### config.mk
export PLATFORM = sky130hd
export DESIGN_NAME = lfsr_histogram_unit
export DESIGN_NICKNAME = d
export VERILOG_FILES = /design/src/rtl/lfsr_histogram_unit.sv
export SDC_FILE = /design/constraint.sdc
export NUM_CORES = 1
export LEC_CHECK = 0
export ABC_AREA = 1
export CORE_MARGIN = 4
export CORE_UTILIZATION = 40
export CTS_BUF_LIST = sky130_fd_sc_hd__clkbuf_16
export CTS_CLUSTER_SIZE = 25
export DETAILED_ROUTE_END_ITERATION = 10
export GPL_TIMING_DRIVEN = 0
export SYNTH_ARGS = -nofsm -noshare
export SYNTH_HDL_FRONTEND = slang
export SYNTH_SLANG_ARGS = --single-unit
export TNS_END_PERCENT = 20
### constraint.sdc
create_clock -name CLK -period 3.8 [get_ports CLK]
set_input_delay 0.76 -clock CLK [delete_from_list [all_inputs] [get_ports CLK]]
set_output_delay 0.76 -clock CLK [all_outputs]
set_load 0.05 [all_outputs]
### src/rtl/lfsr_histogram_unit.sv
// Fibonacci LFSR feeding a bank of saturating bin counters; the finished
// histogram is streamed out over valid/ready and can be zeroed by a clear pass.
module lfsr_histogram_unit #(
    parameter int unsigned LFSR_W   = 7,
    parameter logic [31:0] TAPS     = 32'h65,
    parameter logic [31:0] SEED     = 32'h1,
    parameter int unsigned BIN_BITS = 3,
    parameter int unsigned CNT_W    = 8
) (
    input  logic                CLK,
    input  logic                RST_N,
    input  logic                start,
    input  logic                clear,
    input  logic [15:0]         num_samples,
    output logic                busy,
    output logic                done,
    output logic [LFSR_W-1:0]   lfsr_out,
    output logic                rd_valid,
    input  logic                rd_ready,
    output logic [BIN_BITS-1:0] rd_bin,
    output logic [CNT_W-1:0]    rd_count,
    output logic                rd_last
);

    localparam int unsigned         NBINS    = 1 << BIN_BITS;
    localparam logic [BIN_BITS-1:0] LAST_BIN = BIN_BITS'(NBINS - 1);

    typedef enum logic [1:0] {S_IDLE, S_RUN, S_DUMP, S_CLEAR} state_e;

    state_e              state_q, state_d;
    logic [LFSR_W-1:0]   lfsr_q, lfsr_d;
    logic [CNT_W-1:0]    bins_q [NBINS];
    logic [CNT_W-1:0]    bins_d [NBINS];
    logic [15:0]         nsamp_q, nsamp_d;
    logic [15:0]         cnt_q, cnt_d;
    logic [BIN_BITS-1:0] idx_q, idx_d;
    logic [BIN_BITS-1:0] rd_bin_q, rd_bin_d;
    logic [CNT_W-1:0]    rd_count_q, rd_count_d;
    logic                rd_valid_q, rd_valid_d;
    logic                rd_last_q, rd_last_d;
    logic                done_q, done_d;
    logic                busy_q, busy_d;

    logic                fb;
    logic [LFSR_W-1:0]   lfsr_step;
    logic [BIN_BITS-1:0] cur_bin;
    logic [BIN_BITS-1:0] nxt_bin;
    logic [15:0]         cnt_inc;
    logic                handshake;

    always_comb begin
        fb        = ^(lfsr_q & TAPS[LFSR_W-1:0]);
        lfsr_step = (lfsr_q == '0) ? SEED[LFSR_W-1:0] : {lfsr_q[LFSR_W-2:0], fb};
        cur_bin   = lfsr_q[LFSR_W-1 -: BIN_BITS];
        nxt_bin   = rd_bin_q + 1'b1;
        cnt_inc   = cnt_q + 16'd1;
        handshake = rd_valid_q && rd_ready;
    end

    always_ff @(posedge CLK or negedge RST_N) begin
        if (!RST_N) begin
            state_q    <= S_IDLE;
            lfsr_q     <= SEED[LFSR_W-1:0];
            for (int unsigned i = 0; i < NBINS; i++) begin
                bins_q[i] <= '0;
            end
            nsamp_q    <= '0;
            cnt_q      <= '0;
            idx_q      <= '0;
            rd_bin_q   <= '0;
            rd_count_q <= '0;
            rd_valid_q <= 1'b0;
            rd_last_q  <= 1'b0;
            done_q     <= 1'b0;
            busy_q     <= 1'b0;
        end else begin
            state_q    <= state_d;
            lfsr_q     <= lfsr_d;
            bins_q     <= bins_d;
            nsamp_q    <= nsamp_d;
            cnt_q      <= cnt_d;
            idx_q      <= idx_d;
            rd_bin_q   <= rd_bin_d;
            rd_count_q <= rd_count_d;
            rd_valid_q <= rd_valid_d;
            rd_last_q  <= rd_last_d;
            done_q     <= done_d;
            busy_q     <= busy_d;
        end
    end

    always_comb begin
        state_d = state_q;
        case (state_q)
            S_IDLE: begin
                if (clear) begin
                    state_d = S_CLEAR;
                end else if (start) begin
                    state_d = (num_samples == 16'd0) ? S_DUMP : S_RUN;
                end
            end
            S_RUN: begin
                if (cnt_inc == nsamp_q) begin
                    state_d = S_DUMP;
                end
            end
            S_DUMP: begin
                if (handshake && rd_last_q) begin
                    state_d = S_IDLE;
                end
            end
            S_CLEAR: begin
                if (idx_q == LAST_BIN) begin
                    state_d = S_IDLE;
                end
            end
            default: state_d = S_IDLE;
        endcase
    end

    always_comb begin
        lfsr_d     = lfsr_q;
        bins_d     = bins_q;
        nsamp_d    = nsamp_q;
        cnt_d      = cnt_q;
        idx_d      = idx_q;
        rd_bin_d   = rd_bin_q;
        rd_count_d = rd_count_q;
        rd_valid_d = rd_valid_q;
        rd_last_d  = rd_last_q;
        done_d     = 1'b0;
        busy_d     = (state_d != S_IDLE);

        case (state_q)
            S_IDLE: begin
                if (clear) begin
                    idx_d = '0;
                end else if (start) begin
                    nsamp_d = num_samples;
                    cnt_d   = '0;
                end
            end
            S_RUN: begin
                if (bins_q[cur_bin] != '1) begin
                    bins_d[cur_bin] = bins_q[cur_bin] + 1'b1;
                end
                lfsr_d = lfsr_step;
                cnt_d  = cnt_inc;
            end
            S_DUMP: begin
                if (handshake) begin
                    if (rd_last_q) begin
                        rd_valid_d = 1'b0;
                        rd_last_d  = 1'b0;
                        rd_bin_d   = '0;
                        rd_count_d = '0;
                        done_d     = 1'b1;
                    end else begin
                        rd_bin_d   = nxt_bin;
                        rd_count_d = bins_q[nxt_bin];
                        rd_last_d  = (nxt_bin == LAST_BIN);
                    end
                end
            end
            S_CLEAR: begin
                bins_d[idx_q] = '0;
                idx_d         = idx_q + 1'b1;
            end
            default: ;
        endcase

        // First word is loaded from bins_d so the final RUN increment is included.
        if (state_q != S_DUMP && state_d == S_DUMP) begin
            rd_valid_d = 1'b1;
            rd_bin_d   = '0;
            rd_count_d = bins_d[0];
            rd_last_d  = (LAST_BIN == '0);
        end
    end

    assign busy     = busy_q;
    assign done     = done_q;
    assign lfsr_out = lfsr_q;
    assign rd_valid = rd_valid_q;
    assign rd_bin   = rd_bin_q;
    assign rd_count = rd_count_q;
    assign rd_last  = rd_last_q;

endmodule

==> impl_metrics.csv <==
group,metric,value,unit
run_status,status,"finished clean",
worst_setup_path,crit_type,"reg -> reg",
worst_setup_path,cp-start-kind,"flop",
yosys,yosys_register_bits,123,
floorplanning,dieArea,0.02201,mm²
timing,setup_viol,0,
cts,cts.sinks,123,
worst_setup_path,cp.depth,16,
yosys,netlist_area,0.007881,mm²
global_route,grt_pass1_vias,7566,
worst_setup_path,critical_path_required,4090,ps
cells_and_area,antenna_cells,0,
route,ant_nets,0,
timing,holdWs,204.7,ps
cells_and_area,final_cell_count_no_fill,1425,
floorplanning,ios,43,
cells_and_area,final_area,0.009260,mm²
route,vias,7922,
power,finalPower,7.860,mW
route,wl,26680,µm
global_route,grt_max_degree,94,
timing,rsz0062_at_grt,"yes",
cells_and_area,final_util,47.74,%
timing,post-route-period-util,94.71,%
cts,cts_made_buffers,17,
job,cap_violations,0,
global_route,grt_pass1_wl,42310,µm
yosys,synth_top_family_by_area,"compound AO/OA/AOI/OAI gates",
yosys,avgSynthCellArea,7.264,µm²
worst_setup_path,rr_worst_depth,16,
cells_and_area,synthToLayoutAreaGrowth,17.49,%
floorplanning,dieHeight,148.4,µm
power,p_leak,4.037,nW
route,wl_per_cell,18.72,µm
timing,slew_viol_final,0,
cells_and_area,final_cell_mix,"nand2_1, inv_1, dfrtp_1",
worst_setup_path,crit_arrival,3890,ps
yosys,synth_simple_gate_area_share,22.27,%
cts,htree_levels,4,
route,via_per_inst,5.559,
cells_and_area,final_nets,1178,
worst_setup_path,cpPeakStageDelay,450,ps
worst_setup_path,end_kind,"flop",
cts,clk_latency,430,ps
timing,tightest_slew,1176,ps
timing,finalClockSkew,11.72,ps
place,port_buffers,42,
cts,cts_tree,"built",
floorplanning,fp.coreArea,0.01940,mm²
worst_setup_path,crit_fanout,11,
floorplanning,row_count,51,
cts,post-cts-setup-buffer-count,0,
cts,clock_path_buffers,2,
timing,maxSlewHeadroom,21.01,%
place,dpl.hpwl,18980,µm
global_route,antenna_found_initial,0,
global_route,overflow,0,
place,gp_congestion,1.024,
worst_setup_path,cp_num_buf_inv,5,
yosys,synth_compound_area_share,25.31,%
worst_setup_path,cp_top_family,"buffers and inverters",
cells_and_area,seq_area,0.003079,mm²
yosys,syn-instance-count,1085,
yosys,synth_fa_ha_area_share,1.588,%
route,drc_errors,0,
cts,root_buffer,"clkbuf_16",
route,dr.pass1.iters,6,
floorplanning,die_w,148.4,µm
timing,fmax,277.9,MHz
route,dr.first_iter.drc_count,856,
timing,hold_viol,0,
yosys,yosys_warnings,0,
yosys,ys_seq_area_share,39.07,%
yosys,synth_xor_area_share,1.191,%
cells_and_area,fillers,2025,
power,p_per_area,848.8,mW/mm²
worst_setup_path,crit_chain,"buf_4 -> inv_2 -> clkbuf_4 -> a21oi_1 -> o21ai_1 -> nand2_1 -> o21ai_4 -> inv_1 -> ha_1 -> nand2_1 -> nor2_4 -> nand3_2 -> o21ai_2 -> buf_4 -> nor2_1 -> o21ai_1",
cells_and_area,drive_gt1_share,9.138,%
cells_and_area,layout_commonest_cell,"nand2_1",
cts,clk_pin_slew,60,ps
yosys,ys_types,44,
timing,period_needed,3599,ps
worst_hold_path,hold_path_class,"in -> async",
yosys,syn_nets,1116,
place,dp.cells,1393,
yosys,synth_mux_area_share,0.5715,%
cells_and_area,multi_input_area,0.004030,mm²
global_route,grt_util_all_layers,24.85,%
power,peakVddDrop,0.4983,mV
worst_setup_path,slowest_stage,"dfrtp_1",
place,postPlaceCellArea,0.008662,mm²
floorplanning,initial_utilization,40.63,%
## cells in the mapped netlist (all sizes together)
library cell | count | share of area [%]
nand2 | 249 | 12
o211ai | 44 | 4.2
nand4 | 9 | 0.79
o211a | 1 | 0.13
o31ai | 4 | 0.38
dfrtp | 122 | 39
and2 | 2 | 0.16
buf | 22 | 1.7
nor4 | 2 | 0.16
xor3 | 1 | 0.30
xnor2 | 5 | 0.56
dfstp | 1 | 0.33
nand3b | 4 | 0.38
nor3 | 2 | 0.13
clkinv | 4 | 0.19
clkbuf | 28 | 1.3
xor2 | 3 | 0.33
nor2 | 65 | 3.8
o2111ai | 22 | 2.4
inv | 143 | 6.8
o22ai | 12 | 0.95
o21ai | 144 | 9.4
a31oi | 1 | 0.079
o21bai | 1 | 0.095
nand3 | 63 | 4.6
ha | 10 | 1.6
mux2 | 4 | 0.57
or2 | 1 | 0.079
a21oi | 113 | 7.3
a32oi | 3 | 0.33
## timing repair
action | CTS | global route
endpoints found under the hold margin | 0 | 0
resized for setup | 2 | 7
endpoints found under the setup margin | 2 | 40
hold buffers | 0 | 0
## power by group
group          leakage [nW]  switching, mW  internal (mW)
sequential             1.63          0.313           1.67
combinational          2.12           3.03           1.22
clock                 0.285          0.667          0.964
## stage by stage
stage | worst slack (ps) | TNS (ps)
floorplan | 894.0 | 0
global placement | -3295 | -402050
detailed placement | -23.13 | -23.13
CTS | 53.21 | 0
global route | -5.190 | -5.190
finish | 201.0 | 0
## final cells by class
class | instances | share of cell area (%)
multi-input combinational | 765 | 43.52
sequential | 123 | 33.25
inverter | 147 | 5.972
timing repair buffer | 43 | 4.851
clock buffer | 17 | 4.594
tap | 265 | 3.581
buffer | 50 | 2.594
clock inverter | 15 | 1.635
## state kept, by name, summed over array words and instances, names as in the netlist
signal    count
rd_count      8
idx_q         3
busy          1
cnt_q        16
nsamp_q      16
rd_last       1
state_q       2
rd_valid      1
bins_q       64
lfsr_out      7
done          1
rd_bin        3
## cell families after synthesis
group / Yosys count
buf+inv: 197
compound gates: 345
fa+ha+maj: 10
xor+xnor: 9
simple gates: 397
mux: 4
flops: 123
## layer usage
metal  global-route usage, %  vias up  wire length, µm
met5                       0        -                0
met4                   7.621        0              568
met3                   6.399       44             2494
met2                   37.73      344            11650
met1                   35.04     3721            11960
li1                        -     3813                -
## final timing paths
kind | startpoint | endpoint | slack [ps]
worst max-delay path | lfsr_out[5] | bins_q[37] | 200
worst min-delay path | RST_N | bins_q[22] | 200
worst max register to register | lfsr_out[5] | bins_q[37] | 200
worst min register to register | nsamp_q[6] | nsamp_q[6] | 500
max in group asynchronous | RST_N | lfsr_out[0] | 2760
min in group CLK | nsamp_q[6] | nsamp_q[6] | 500
Note: power is estimated with default switching activity, not from simulation.
